--- src/rtl/mem_wr_packer_if.sv ---
// Byte-stream input, SRAM A-port write bus and frame status of the write packer.
// The slave modport is the packer; the master modport is whoever feeds it.
interface mem_wr_packer_if #(
  parameter int ADDR_WIDTH_W = 9,
  parameter int DATA_WIDTH_W = 16,
  parameter int DATA_WIDTH_R = 8
);
  logic [DATA_WIDTH_R-1:0] in_data;
  logic                    in_valid;
  logic                    in_last;
  logic                    in_ready;
  logic [DATA_WIDTH_W-1:0] wrdata_a;
  logic [ADDR_WIDTH_W-1:0] wraddr_a;
  logic                    wrena_n;
  logic                    frame_done;
  logic [ADDR_WIDTH_W:0]   frame_words;
  logic [ADDR_WIDTH_W-1:0] frame_base;
  logic                    overflow;
  logic                    clr_ovf;

  modport slave (
    input  in_data, in_valid, in_last, clr_ovf,
    output in_ready, wrdata_a, wraddr_a, wrena_n,
    output frame_done, frame_words, frame_base, overflow
  );

  modport master (
    output in_data, in_valid, in_last, clr_ovf,
    input  in_ready, wrdata_a, wraddr_a, wrena_n,
    input  frame_done, frame_words, frame_base, overflow
  );
endinterface

--- src/rtl/mem_wr_packer.sv ---
// Write-side front end of the two-port SRAM: packs byte pairs (first byte high)
// into words, writes them at a circular address, pads odd frames and reports
// per-frame word count / base address plus a sticky capacity overflow flag.
module mem_wr_packer #(
  parameter int                    ADDR_WIDTH_W = 9,
  parameter int                    DATA_WIDTH_W = 16,
  parameter int                    DATA_WIDTH_R = 8,
  parameter int                    DATA_DEPTH_W = 512,
  parameter logic [DATA_WIDTH_R-1:0] PAD_BYTE   = 8'h00
) (
  input  logic             clk_a,
  input  logic             rst,
  mem_wr_packer_if.slave   bus
);

  typedef enum logic [1:0] {
    ST_EMPTY = 2'd0,
    ST_HALF  = 2'd1,
    ST_DONE  = 2'd2
  } state_t;

  localparam logic [ADDR_WIDTH_W-1:0] PTR_MAX   = ADDR_WIDTH_W'(DATA_DEPTH_W - 1);
  localparam logic [ADDR_WIDTH_W:0]   WORDS_MAX = (ADDR_WIDTH_W + 1)'(DATA_DEPTH_W);

  state_t                  state_q, state_d;
  logic [DATA_WIDTH_R-1:0] hi_q, hi_d;
  logic [ADDR_WIDTH_W-1:0] wr_ptr_q, wr_ptr_d;
  logic [DATA_WIDTH_W-1:0] wrdata_q, wrdata_d;
  logic [ADDR_WIDTH_W-1:0] wraddr_q, wraddr_d;
  logic                    wrena_q, wrena_d;
  logic                    frame_done_q, frame_done_d;
  logic [ADDR_WIDTH_W:0]   frame_words_q, frame_words_d;
  logic [ADDR_WIDTH_W-1:0] frame_base_q, frame_base_d;
  logic                    overflow_q, overflow_d;

  logic                    accept_s;
  logic                    write_s;
  logic                    ovf_set_s;
  logic [DATA_WIDTH_W-1:0] word_s;

  // The frame-close cycle and reset are the only times a byte is refused.
  assign bus.in_ready = (state_q != ST_DONE) && !rst;
  assign accept_s     = bus.in_valid && bus.in_ready;

  assign bus.wrdata_a    = wrdata_q;
  assign bus.wraddr_a    = wraddr_q;
  assign bus.wrena_n     = wrena_q;
  assign bus.frame_done  = frame_done_q;
  assign bus.frame_words = frame_words_q;
  assign bus.frame_base  = frame_base_q;
  assign bus.overflow    = overflow_q;

  // Next-state: byte pairing FSM, write bus, frame bookkeeping and overflow.
  always_comb begin
    state_d       = state_q;
    hi_d          = hi_q;
    wr_ptr_d      = wr_ptr_q;
    wrdata_d      = wrdata_q;
    wraddr_d      = wraddr_q;
    wrena_d       = 1'b0;
    frame_done_d  = 1'b0;
    frame_words_d = frame_words_q;
    frame_base_d  = frame_base_q;
    write_s       = 1'b0;
    word_s        = {hi_q, bus.in_data};

    case (state_q)
      ST_EMPTY: begin
        if (accept_s && bus.in_last) begin
          write_s = 1'b1;
          word_s  = {bus.in_data, PAD_BYTE};
          state_d = ST_DONE;
        end else if (accept_s) begin
          hi_d    = bus.in_data;
          state_d = ST_HALF;
        end else begin
          state_d = ST_EMPTY;
        end
      end
      ST_HALF: begin
        if (accept_s) begin
          write_s = 1'b1;
          word_s  = {hi_q, bus.in_data};
          state_d = bus.in_last ? ST_DONE : ST_EMPTY;
        end else begin
          state_d = ST_HALF;
        end
      end
      ST_DONE: begin
        // Counter is cleared as the close cycle ends, so it is still valid
        // alongside frame_done.
        state_d       = ST_EMPTY;
        frame_words_d = {(ADDR_WIDTH_W + 1){1'b0}};
      end
      default: begin
        state_d = ST_EMPTY;
      end
    endcase

    ovf_set_s = write_s && (frame_words_q == WORDS_MAX);

    if (write_s) begin
      wrdata_d     = word_s;
      wraddr_d     = wr_ptr_q;
      wrena_d      = 1'b1;
      frame_done_d = (state_d == ST_DONE);
      wr_ptr_d     = (wr_ptr_q == PTR_MAX) ? {ADDR_WIDTH_W{1'b0}}
                                           : wr_ptr_q + ADDR_WIDTH_W'(1);
      if (frame_words_q == {(ADDR_WIDTH_W + 1){1'b0}}) begin
        frame_base_d = wr_ptr_q;
      end else begin
        frame_base_d = frame_base_q;
      end
      if (ovf_set_s) begin
        frame_words_d = frame_words_q;
      end else begin
        frame_words_d = frame_words_q + (ADDR_WIDTH_W + 1)'(1);
      end
    end else begin
      wrena_d = 1'b0;
    end

    // A new overflow wins over a simultaneous clear request.
    if (ovf_set_s) begin
      overflow_d = 1'b1;
    end else if (bus.clr_ovf) begin
      overflow_d = 1'b0;
    end else begin
      overflow_d = overflow_q;
    end
  end

  // State and registered outputs; reset discards any half-held byte.
  always_ff @(posedge clk_a or posedge rst) begin
    if (rst) begin
      state_q       <= ST_EMPTY;
      hi_q          <= {DATA_WIDTH_R{1'b0}};
      wr_ptr_q      <= {ADDR_WIDTH_W{1'b0}};
      wrdata_q      <= {DATA_WIDTH_W{1'b0}};
      wraddr_q      <= {ADDR_WIDTH_W{1'b0}};
      wrena_q       <= 1'b0;
      frame_done_q  <= 1'b0;
      frame_words_q <= {(ADDR_WIDTH_W + 1){1'b0}};
      frame_base_q  <= {ADDR_WIDTH_W{1'b0}};
      overflow_q    <= 1'b0;
    end else begin
      state_q       <= state_d;
      hi_q          <= hi_d;
      wr_ptr_q      <= wr_ptr_d;
      wrdata_q      <= wrdata_d;
      wraddr_q      <= wraddr_d;
      wrena_q       <= wrena_d;
      frame_done_q  <= frame_done_d;
      frame_words_q <= frame_words_d;
      frame_base_q  <= frame_base_d;
      overflow_q    <= overflow_d;
    end
  end

endmodule

--- src/flat_wrapper.sv ---
// flat-port wrapper written by rule: the top's interface ports become plain ports
module mem_wr_packer_flat 
#(
  parameter int                    ADDR_WIDTH_W = 9,
  parameter int                    DATA_WIDTH_W = 16,
  parameter int                    DATA_WIDTH_R = 8,
  parameter int                    DATA_DEPTH_W = 512,
  parameter logic [DATA_WIDTH_R-1:0] PAD_BYTE   = 8'h00
)
  (clk_a, rst, bus_in_data, bus_in_valid, bus_in_last, bus_clr_ovf, bus_in_ready, bus_wrdata_a, bus_wraddr_a, bus_wrena_n, bus_frame_done, bus_frame_words, bus_frame_base, bus_overflow);
  mem_wr_packer_if #(.ADDR_WIDTH_W(ADDR_WIDTH_W), .DATA_WIDTH_W(DATA_WIDTH_W), .DATA_WIDTH_R(DATA_WIDTH_R)) bus_i ();
  input  logic clk_a;
  input  logic rst;
  input wire logic [$bits(bus_i.in_data)-1:0] bus_in_data;
  input wire logic [$bits(bus_i.in_valid)-1:0] bus_in_valid;
  input wire logic [$bits(bus_i.in_last)-1:0] bus_in_last;
  input wire logic [$bits(bus_i.clr_ovf)-1:0] bus_clr_ovf;
  output wire logic [$bits(bus_i.in_ready)-1:0] bus_in_ready;
  output wire logic [$bits(bus_i.wrdata_a)-1:0] bus_wrdata_a;
  output wire logic [$bits(bus_i.wraddr_a)-1:0] bus_wraddr_a;
  output wire logic [$bits(bus_i.wrena_n)-1:0] bus_wrena_n;
  output wire logic [$bits(bus_i.frame_done)-1:0] bus_frame_done;
  output wire logic [$bits(bus_i.frame_words)-1:0] bus_frame_words;
  output wire logic [$bits(bus_i.frame_base)-1:0] bus_frame_base;
  output wire logic [$bits(bus_i.overflow)-1:0] bus_overflow;
  assign bus_i.in_data = bus_in_data;
  assign bus_i.in_valid = bus_in_valid;
  assign bus_i.in_last = bus_in_last;
  assign bus_i.clr_ovf = bus_clr_ovf;
  assign bus_in_ready = bus_i.in_ready;
  assign bus_wrdata_a = bus_i.wrdata_a;
  assign bus_wraddr_a = bus_i.wraddr_a;
  assign bus_wrena_n = bus_i.wrena_n;
  assign bus_frame_done = bus_i.frame_done;
  assign bus_frame_words = bus_i.frame_words;
  assign bus_frame_base = bus_i.frame_base;
  assign bus_overflow = bus_i.overflow;
  mem_wr_packer #(.ADDR_WIDTH_W(ADDR_WIDTH_W), .DATA_WIDTH_W(DATA_WIDTH_W), .DATA_WIDTH_R(DATA_WIDTH_R), .DATA_DEPTH_W(DATA_DEPTH_W), .PAD_BYTE(PAD_BYTE)) u_core (.clk_a(clk_a), .rst(rst), .bus(bus_i));
endmodule
--- config.mk ---
export PLATFORM = sky130hd
export DESIGN_NAME = mem_wr_packer_flat
export DESIGN_NICKNAME = d
export VERILOG_FILES = /design/src/rtl/mem_wr_packer_if.sv /design/src/rtl/mem_wr_packer.sv /design/src/flat_wrapper.sv
export SDC_FILE = /design/constraint.sdc
export NUM_CORES = 1
export LEC_CHECK = 0
export ABC_AREA = 0
export CAP_MARGIN = 0
export CORE_ASPECT_RATIO = 1.5
export CORE_MARGIN = 5
export CORE_UTILIZATION = 50
export CTS_CLUSTER_DIAMETER = 30
export DETAILED_ROUTE_END_ITERATION = 16
export GPL_ROUTABILITY_DRIVEN = 0
export PLACE_DENSITY = 0.74
export SYNTH_ARGS = -nofsm -noshare
export SYNTH_HDL_FRONTEND = slang
export SYNTH_SLANG_ARGS = --single-unit
export TNS_END_PERCENT = 10
--- constraint.sdc ---
create_clock -name clk_a -period 2.6 [get_ports clk_a]
set_input_delay 0.26 -clock clk_a [delete_from_list [all_inputs] [get_ports clk_a]]
set_output_delay 0.26 -clock clk_a [all_outputs]
set_load 0.02 [all_outputs]
# Word-level counts from Yosys, hierarchy flattened
# Index checks and enable logic that the tools add are counted.
word_totals:
  register_bits: 66
  in_bits: 13
classes:
  n_reduce_logical: 12
  n_addsub: 2
  n_bitwise: 1
  n_eq_ne: 7
  muxes: 18
op_table:
  columns: ["cell", "n"]
  rows:
  - ["$mux 16", 2]
  - ["$mux 10", 3]
  - ["$add 10x1->10 const B", 1]
  - ["$eq 10x10->1 const B", 1]
  - ["$logic_not 10->1", 1]
  - ["$add 9x1->9 const B", 1]
  - ["$eq 9x9->1 const B", 1]
  - ["$mux 9", 1]
  - ["$mux 1", 7]
  - ["$mux 2", 3]
  - ["$eq 2x2->1 const B", 2]
  - ["$logic_and 1x1->1", 4]
  - ["$ne 2x2->1 const B", 2]
  - ["$pmux 2 s2", 1]
  - ["$reduce_and 2->1", 2]
  - ["$reduce_bool 2->1", 2]
  - ["$reduce_and 3->1", 1]
  - ["$eq 2x1->1 const B", 1]
  - ["$logic_not 2->1", 1]
  - ["$pmux 1 s2", 1]
  - ["$logic_not 1->1", 1]
  - ["$not 1->1", 1]

# Logic depth before layout (Yosys ltp)
# Gate-level depths: netlist (run 1).
logic_depth:
  ltp_word: 9
  mapped_depth: 8

# Least setup slack after synthesis (run 1)
# Ideal clock, no wire load.
synth_timing:
  path_kind: "in2out"
  startpoint: "in rst"
  endpoint: "out bus_in_ready"
  t_arrival_ps: 2065
  setup_slack_ps: 275
  path_stages: 2
  path_cell_list: "inv_1 > and2_1"
synth_between:
  elab_chain_len: 2
synth_rtl:
  columns: ["item", "line", "source"]
  rows:
  - ["from (decl)", "flat_wrapper.sv:13", "input logic rst;"]
  - ["$logic_not 1->1", "mem_wr_packer.sv:42", "assign bus.in_ready = (state_q != ST_DONE) && !rst;"]
  - ["$logic_and 1x1->1", "mem_wr_packer.sv:42", null]
  - ["to (decl)", "flat_wrapper.sv:18", "output wire logic [$bits(bus_i.in_ready)-1:0] bus_in_ready;"]
# No other way between the ends.

# Worst setup path after layout (run 1)
layout_timing:
  startpoint: "reg u_core.wr_ptr_q[0]"
  endpoint: "reg u_core.wr_ptr_q[7]"
layout_between:
  elab_chain_len: 2
layout_rtl:
  columns: ["item", "line", "source"]
  rows:
  - ["from (decl)", "mem_wr_packer.sv:27", "logic [ADDR_WIDTH_W-1:0] wr_ptr_q, wr_ptr_d;"]
  - ["from (signal assigned)", "mem_wr_packer.sv:138", "wr_ptr_q <= {ADDR_WIDTH_W{1'b0}};"]
  - ["from (signal assigned)", "mem_wr_packer.sv:149", "wr_ptr_q <= wr_ptr_d;"]
  - ["$add 9x1->9 / $eq 9x9->1 (equally long branches)", "mem_wr_packer.sv:108, mem_wr_packer.sv:107", null]
  - ["$mux 9 (*)", "mem_wr_packer.sv:107", "wr_ptr_d = (wr_ptr_q == PTR_MAX) ? {ADDR_WIDTH_W{1'b0}}"]
# Every way passes the cells marked *; elsewhere a longest branch is shown, timed or not.
# A chain may end at the register's enable or synchronous reset.

==> results of run 1 <==
logic make-up after synthesis:
kind of cell,count (synthesis)
buf+inv,20
simple gates,111
xor+xnor,2
compound gates,52
fa+ha+maj,4
flops,66
mux,26
power by group through the flow:
stage | logic, mW | registers, mW | clock network (mW)
2_1_floorplan | 0.402 | 1.70 | 0
3_3_place_gp | 1.11 | 1.50 | 0
3_5_place_dp | 1.13 | 1.52 | 0
4_1_cts | 1.14 | 1.50 | 0.974
5_1_grt | 1.22 | 1.54 | 1.02
6_report | 1.12 | 1.50 | 0.955
how the worst max path moves through the flow:
stage                                               from                                    to  slack, ns  depth (start not counted)
after floorplan                                      rst                          bus_in_ready       0.27                          2
after global placement                      bus_in_valid  u_core.bus.frame_base[7]$_DFFE_PP0P_       0.41                          5
after detailed placement                    bus_in_valid  u_core.bus.frame_base[4]$_DFFE_PP0P_       0.35                          5
after CTS                 u_core.wr_ptr_q[0]$_DFFE_PP0P_        u_core.wr_ptr_q[7]$_DFFE_PP0P_       0.38                          7
after global routing      u_core.wr_ptr_q[0]$_DFFE_PP0P_        u_core.wr_ptr_q[7]$_DFFE_PP0P_       0.22                          7
final                     u_core.wr_ptr_q[0]$_DFFE_PP0P_        u_core.wr_ptr_q[7]$_DFFE_PP0P_       0.37                          7
cell type report:
type                            count  area, µm²  share of cell area, %
Sequential cell                    66       1650                   42.8
Multi-Input combinational cell    195       1220                   31.6
Timing Repair Buffer               65        638                   16.5
Clock buffer                       13        159                   4.12
Tap cell                           72       90.1                   2.34
Clock inverter                      2       60.1                   1.56
Inverter                           10       37.5                  0.973
layer usage:
layer  up-vias  track usage (%)
li1       1120                -
met1      1094             23.5
met2        59             30.2
met3        15             4.84
met4         0             6.99
met5         -                0
flip-flops by register name, summed over array words and instances, names as in the netlist, 2 cells and up:
register                count
u_core.state_q              2
u_core.bus.frame_base       9
u_core.bus.wraddr_a         9
u_core.bus.frame_words     10
u_core.hi_q                 8
u_core.bus.wrdata_a        16
u_core.wr_ptr_q             9
cell usage in the layout (no fill, tap or decap), types with 3 or more instances in the layout:
| cell | n |
|---|---|
| nand3_1 | 9 |
| buf_4 | 5 |
| clkbuf_8 | 11 |
| and3_1 | 3 |
| a21oi_1 | 11 |
| clkdlybuf4s50_1 | 60 |
| mux2i_1 | 9 |
| o21ai_0 | 18 |
| mux2_2 | 17 |
| a31oi_1 | 5 |
| nor2_1 | 4 |
| dfrtp_1 | 66 |
| inv_1 | 9 |
| nand2_1 | 72 |
| and2_1 | 4 |
| ha_1 | 4 |
per-stage QoR:
stage	utilization [%]	total power [mW]
3_5_place_dp	62.9	2.65
3_3_place_gp	62.9	2.61
5_1_grt	66.7	3.78
2_1_floorplan	-	2.10
6_report	66.7	3.57
4_1_cts	66.7	3.61
worst max-delay path, delay by kind of cell (launching register included):
kind                     cells  cell delay [ns]
AO/OA/AOI/OAI                1             0.34
AND/OR/NAND/NOR              4             0.84
flip-flops                   1             0.44
adder cells (fa/ha/maj)      2             0.51
==> results.tsv, run 1 <==
metric	value	unit
synth-compound-area-share	10.8	%
yosysWarnings	0	
ys_seq_area_share	55.9	%
synth_top_cell_area_share	55.9	%
synth_cells	281	
hold_class	input pin to async pin	
p_sw_share	32.1	%
rsz0062_at_grt	false	
yosysTopAreaCell	dfrtp_1	
whs	0.459	ns
clkPwrFrac	26.7	%
place_ws	0.346	ns
io_buffers	60	
coreArea	5790	µm²
outcome	finished, final reports clean	
wl_met3	310	µm
cts-resized-gates	0	
clk_pin_slew	0.07	ns
slew_violations	0	
arrival	2.46	ns
slowest_stage	or3_4	
skew	0.00737	ns
drv_cap	0	
wire_per_inst	15.2	µm
diodes	0	
switchingPower	1.15	mW
ys_types	46	
cp_common_cell	ha_1	
final_area	3860	µm²
r2r_end	u_core.wr_ptr_q[7]$_DFFE_PP0P_	
grt_pass1_wl	11300	µm
synthXorXnorAreaFrac	0.593	%
grt_usage	18.6	%
met1Wirelength	2690	µm
fp-row-count	34	
timing.rr.start	u_core.wr_ptr_q[0]$_DFFE_PP0P_	
overflow	0	
num-fill-cells	472	
ir_worst_vdd	0.644	mV
cts_tree	done	
cts-root-buf	clkbuf_8	
antenna_found_initial	0	
grt_max_degree	37	
highest_layer	met4	
p_seq_share	41.9	%
synthArstFlopShare	100	%
netlist_area	2950	µm²
max_freq	449	MHz
start_util	51.0	%
avgSynthCellArea	10.5	µm²
postCtsSetupRepairBufs	0	
synthSimpleGateAreaFrac	18.7	%
dpl.hpwl	4590	µm
worstSetupPathType	register to register	
critical_path.cell_chain	ha_1 > and3_1 > nand3_1 > nor2_1 > ha_1 > or3_4 > o41ai_1	
fp.dieH	104	µm
die_x	72.7	µm
powerDensity	927	nW/µm²
worstMarginPinSlew	0.735	ns
required	2.83	ns
ant_nets	0	
finalCritPeriodShare	85.7	%
min_period	2.23	ns
synth_top_family_by_area	simple AND/OR/NAND/NOR gates	
cp-start-kind	register	
final_cells	423	
comb_power_share	31.4	%
finalSetupViolations	0	
io_pins	61	
leakagePower	1.71	nW
netlist_top_cells_count	72 x nand2_1, 66 x dfrtp_1, 18 x o21ai_0, 17 x mux2_2, 11 x a21oi_1	
place_area	3640	µm²
hold_buffers	0	
ys_ff_latch	66	
fin_ws	0.373	ns
via_count	2288	
maxSlewHeadroom	50.9	%
syn_to_final_growth	30.6	%
synth_edf_count	0	
drt_pre_antenna_iters	4	
clockBufferDepth	2	
p_int	2.43	mW
htreeDepth	3	
rrSetupSlack	0.37	ns
drc	0	
grt_pass1_vias	2394	
hold_viol	0	
clk_latency	0.34	ns
drt_iter0_drc	77	
ys.flop_type	dfrtp_1	
syn_nets	298	
viasPerCell	5.41	
synthAdderAreaFrac	1.69	%
yosysMostFrequentCell	nand2_1	
layout-drive-gt1-share	12.8	%
numCtsBuffers	9	
crit_fanout	8	
tns	0	ns
muxShareOfSynthArea	9.53	%
wl_met2	3300	µm
cts_num_sinks	66	
synthTopCellsByArea	dfrtp_1 56%, nand2_1 9.2%, mux2_2 6.5%	
reg2reg_depth	7	
dieArea	7570	µm²
slowest_delay	0.45	ns
nNetsFinal	364	
dp_cells	408	
routed_wl	6450	µm
end_kind	register	
No activity file was read; power rests on OpenSTA's default activity.
==> run 2, diff against run 1 <==
Settings changed: ABC_AREA 0 to unset.
==> results of run 2 <==
Same layout as run 1: the final DEF is identical, and so are final timing and power.
==> run 3, diff against run 2 <==
Clock period 2.6 ns to 2.8 ns, I/O delays scaled along.
==> run 3 against run 2 <==
Clock-buffer cell count shrank 2. Maximum frequency shrank 1.0%. Register-to-register slack gained 0.18 ns. Via count grew 1.9%.
==> results.tsv, run 3 (synthesis gave the netlist of run 1 again) <==
metric	value	unit	change
cts_num_sinks	66		unchanged
end_kind	register		
skew	0.00873	ns	+0.00135 ns
htreeDepth	3		unchanged
coreArea	5790	µm²	unchanged
finalSetupViolations	0		unchanged
layout_common_cells	72 x nand2_1, 66 x dfrtp_1, 60 x clkdlybuf4s50_1		
max_freq	444	MHz	-1.0%
required	3.03	ns	+0.20 ns
viasPerCell	5.51		+1.9%
io_buffers	60		unchanged
seq_area	1650	µm²	unchanged
finalCritPeriodShare	80.4	%	-5.3 points
numCtsBuffers	9		unchanged
drc	0		unchanged
drv_cap	0		unchanged
cp_common_cell	ha_1		
slowest_stage	dfrtp_1		
num-fill-cells	512		+8.5%
drt_iter0_drc	122		+58%
critPathTopFamily	simple AND/OR/NAND/NOR gates		
cts_tree	done		
diodes	0		unchanged
ant_nets	0		unchanged
cts-resized-gates	0		unchanged
place_area	3630	µm²	-0.21%
hold_buffers	0		unchanged
rsz0062_at_grt	false		
outcome	finished, final reports clean		
whs	0.473	ns	+0.0140 ns
grt_pass1_vias	2380		-0.58%
min_period	2.25	ns	+0.0230 ns
layout-drive-gt1-share	13.1	%	+0.28 points
ir_worst_vdd	0.476	mV	-26%
routed_wl	6430	µm	-0.22%
leakagePower	1.68	nW	-1.7%
antenna_found_initial	0		unchanged
grt_max_degree	69		+86%
hold_class	register to register		
die_x	72.7	µm	unchanged
total_power	3.12	mW	-13%
nNetsFinal	363		-0.27%
postLayoutCoreUtil	65.7	%	-0.95 points
syn_to_final_growth	28.7	%	
final_area	3800	µm²	-1.4%
fp.dieH	104	µm	unchanged
cts-root-buf	clkbuf_8		
dpl.hpwl	4510	µm	-1.9%
io_pins	61		unchanged
critical_path.cell_chain	ha_1 > and3_1 > nand3_1 > nor2_1 > ha_1 > or3_4 > o41ai_1		
multi_input_area	1220	µm²	unchanged
maxSlewHeadroom	45.0	%	-5.9 points
grt_usage	18.4	%	-0.18 points
critPathBufInv	0		unchanged
via_count	2332		+1.9%
hold_viol	0		unchanged
largest_reg_flops	16		unchanged
powerDensity	821	nW/µm²	-11%
clk_latency	0.34	ns	about the same
clockBufferDepth	2		unchanged
crit_fanout	8		unchanged
wire_per_inst	15.2	µm	-0.22%
tns	0	ns	unchanged
final_common_cell	nand2_1		
dieArea	7570	µm²	unchanged
slew_violations	0		unchanged
arrival	2.48	ns	+0.02 ns
worstSetupPathType	register to register		
worstMarginPinSlew	0.825	ns	+0.0907 ns
grt_pass1_wl	11200	µm	-0.92%
start_util	51.0	%	unchanged
fp-row-count	34		unchanged
slowest_delay	0.46	ns	about the same
clk_pin_slew	0.07	ns	about the same
drt_pre_antenna_iters	4		unchanged
overflow	0		unchanged
cp-start-kind	register		
postCtsSetupRepairBufs	0		unchanged
-- run 3: cell types whose count changed in the layout (fill, tap and decap cells not counted), sizes merged --
cell | previous run | this run
clkinv | 0 | 3
bufinv | 2 | 0
clkbuf | 13 | 11
clkinvlp | 0 | 2
buf | 5 | 4
-- run 3: path summary, 6_finish.rpt --
check	startpoint	end	slack (ns)	cells after the start
setup / recovery	u_core.wr_ptr_q[1]$_DFFE_PP0P_	u_core.wr_ptr_q[7]$_DFFE_PP0P_	0.55	7
hold / removal	u_core.bus.wraddr_a[8]$_DFFE_PP0P_	u_core.bus.wraddr_a[8]$_DFFE_PP0P_	0.47	2
setup reg to reg	u_core.wr_ptr_q[1]$_DFFE_PP0P_	u_core.wr_ptr_q[7]$_DFFE_PP0P_	0.55	7
hold reg to reg	u_core.bus.wraddr_a[8]$_DFFE_PP0P_	u_core.bus.wraddr_a[8]$_DFFE_PP0P_	0.47	2
max in group asynchronous	rst	u_core.wr_ptr_q[5]$_DFFE_PP0P_	1.60	3
min in group asynchronous	rst	u_core.bus.wrdata_a[14]$_DFFE_PP0P_	0.67	3
-- run 3: power by group --
| group | internal (mW) | switching [mW] |
|---|---|---|
| logic | 0.520 | 0.520 |
| registers | 1.19 | 0.201 |
| clock network | 0.340 | 0.351 |
| total | 2.05 | 1.07 |
-- run 3: cell type report --
type / instances / area share, %
Timing Repair Buffer: 64 / 16.6
Tap cell: 72 / 2.37
Sequential cell: 66 / 43.4
Clock buffer: 11 / 3.72
Inverter: 10 / 0.987
Multi-Input combinational cell: 195 / 32.1
Clock inverter: 5 / 0.790
-- run 3: worst reg2reg max path, delay by kind of cell (launching register included) --
| kind | cells | cell delay [ns] |
|---|---|---|
| AOI/OAI and AO/OA | 1 | 0.34 |
| adders and majority gates | 2 | 0.50 |
| DFF | 1 | 0.46 |
| and+or+nand+nor | 4 | 0.84 |
-- run 3: per-layer routing --
metal  track usage (%)  wire (µm)
met1              23.4       2680
met2              30.2       3300
met4              7.92        107
met3              3.38        341
met5                 0          0
-- run 3: through the flow --
| stage | worst slack, ns | std cells |
|---|---|---|
| final | 0.550 | 423 |
| after floorplan | 0.435 | 281 |
| after CTS | 0.557 | 423 |
| after detailed placement | 0.516 | 407 |
| after global placement | 0.588 | 407 |
| after global routing | 0.447 | 423 |
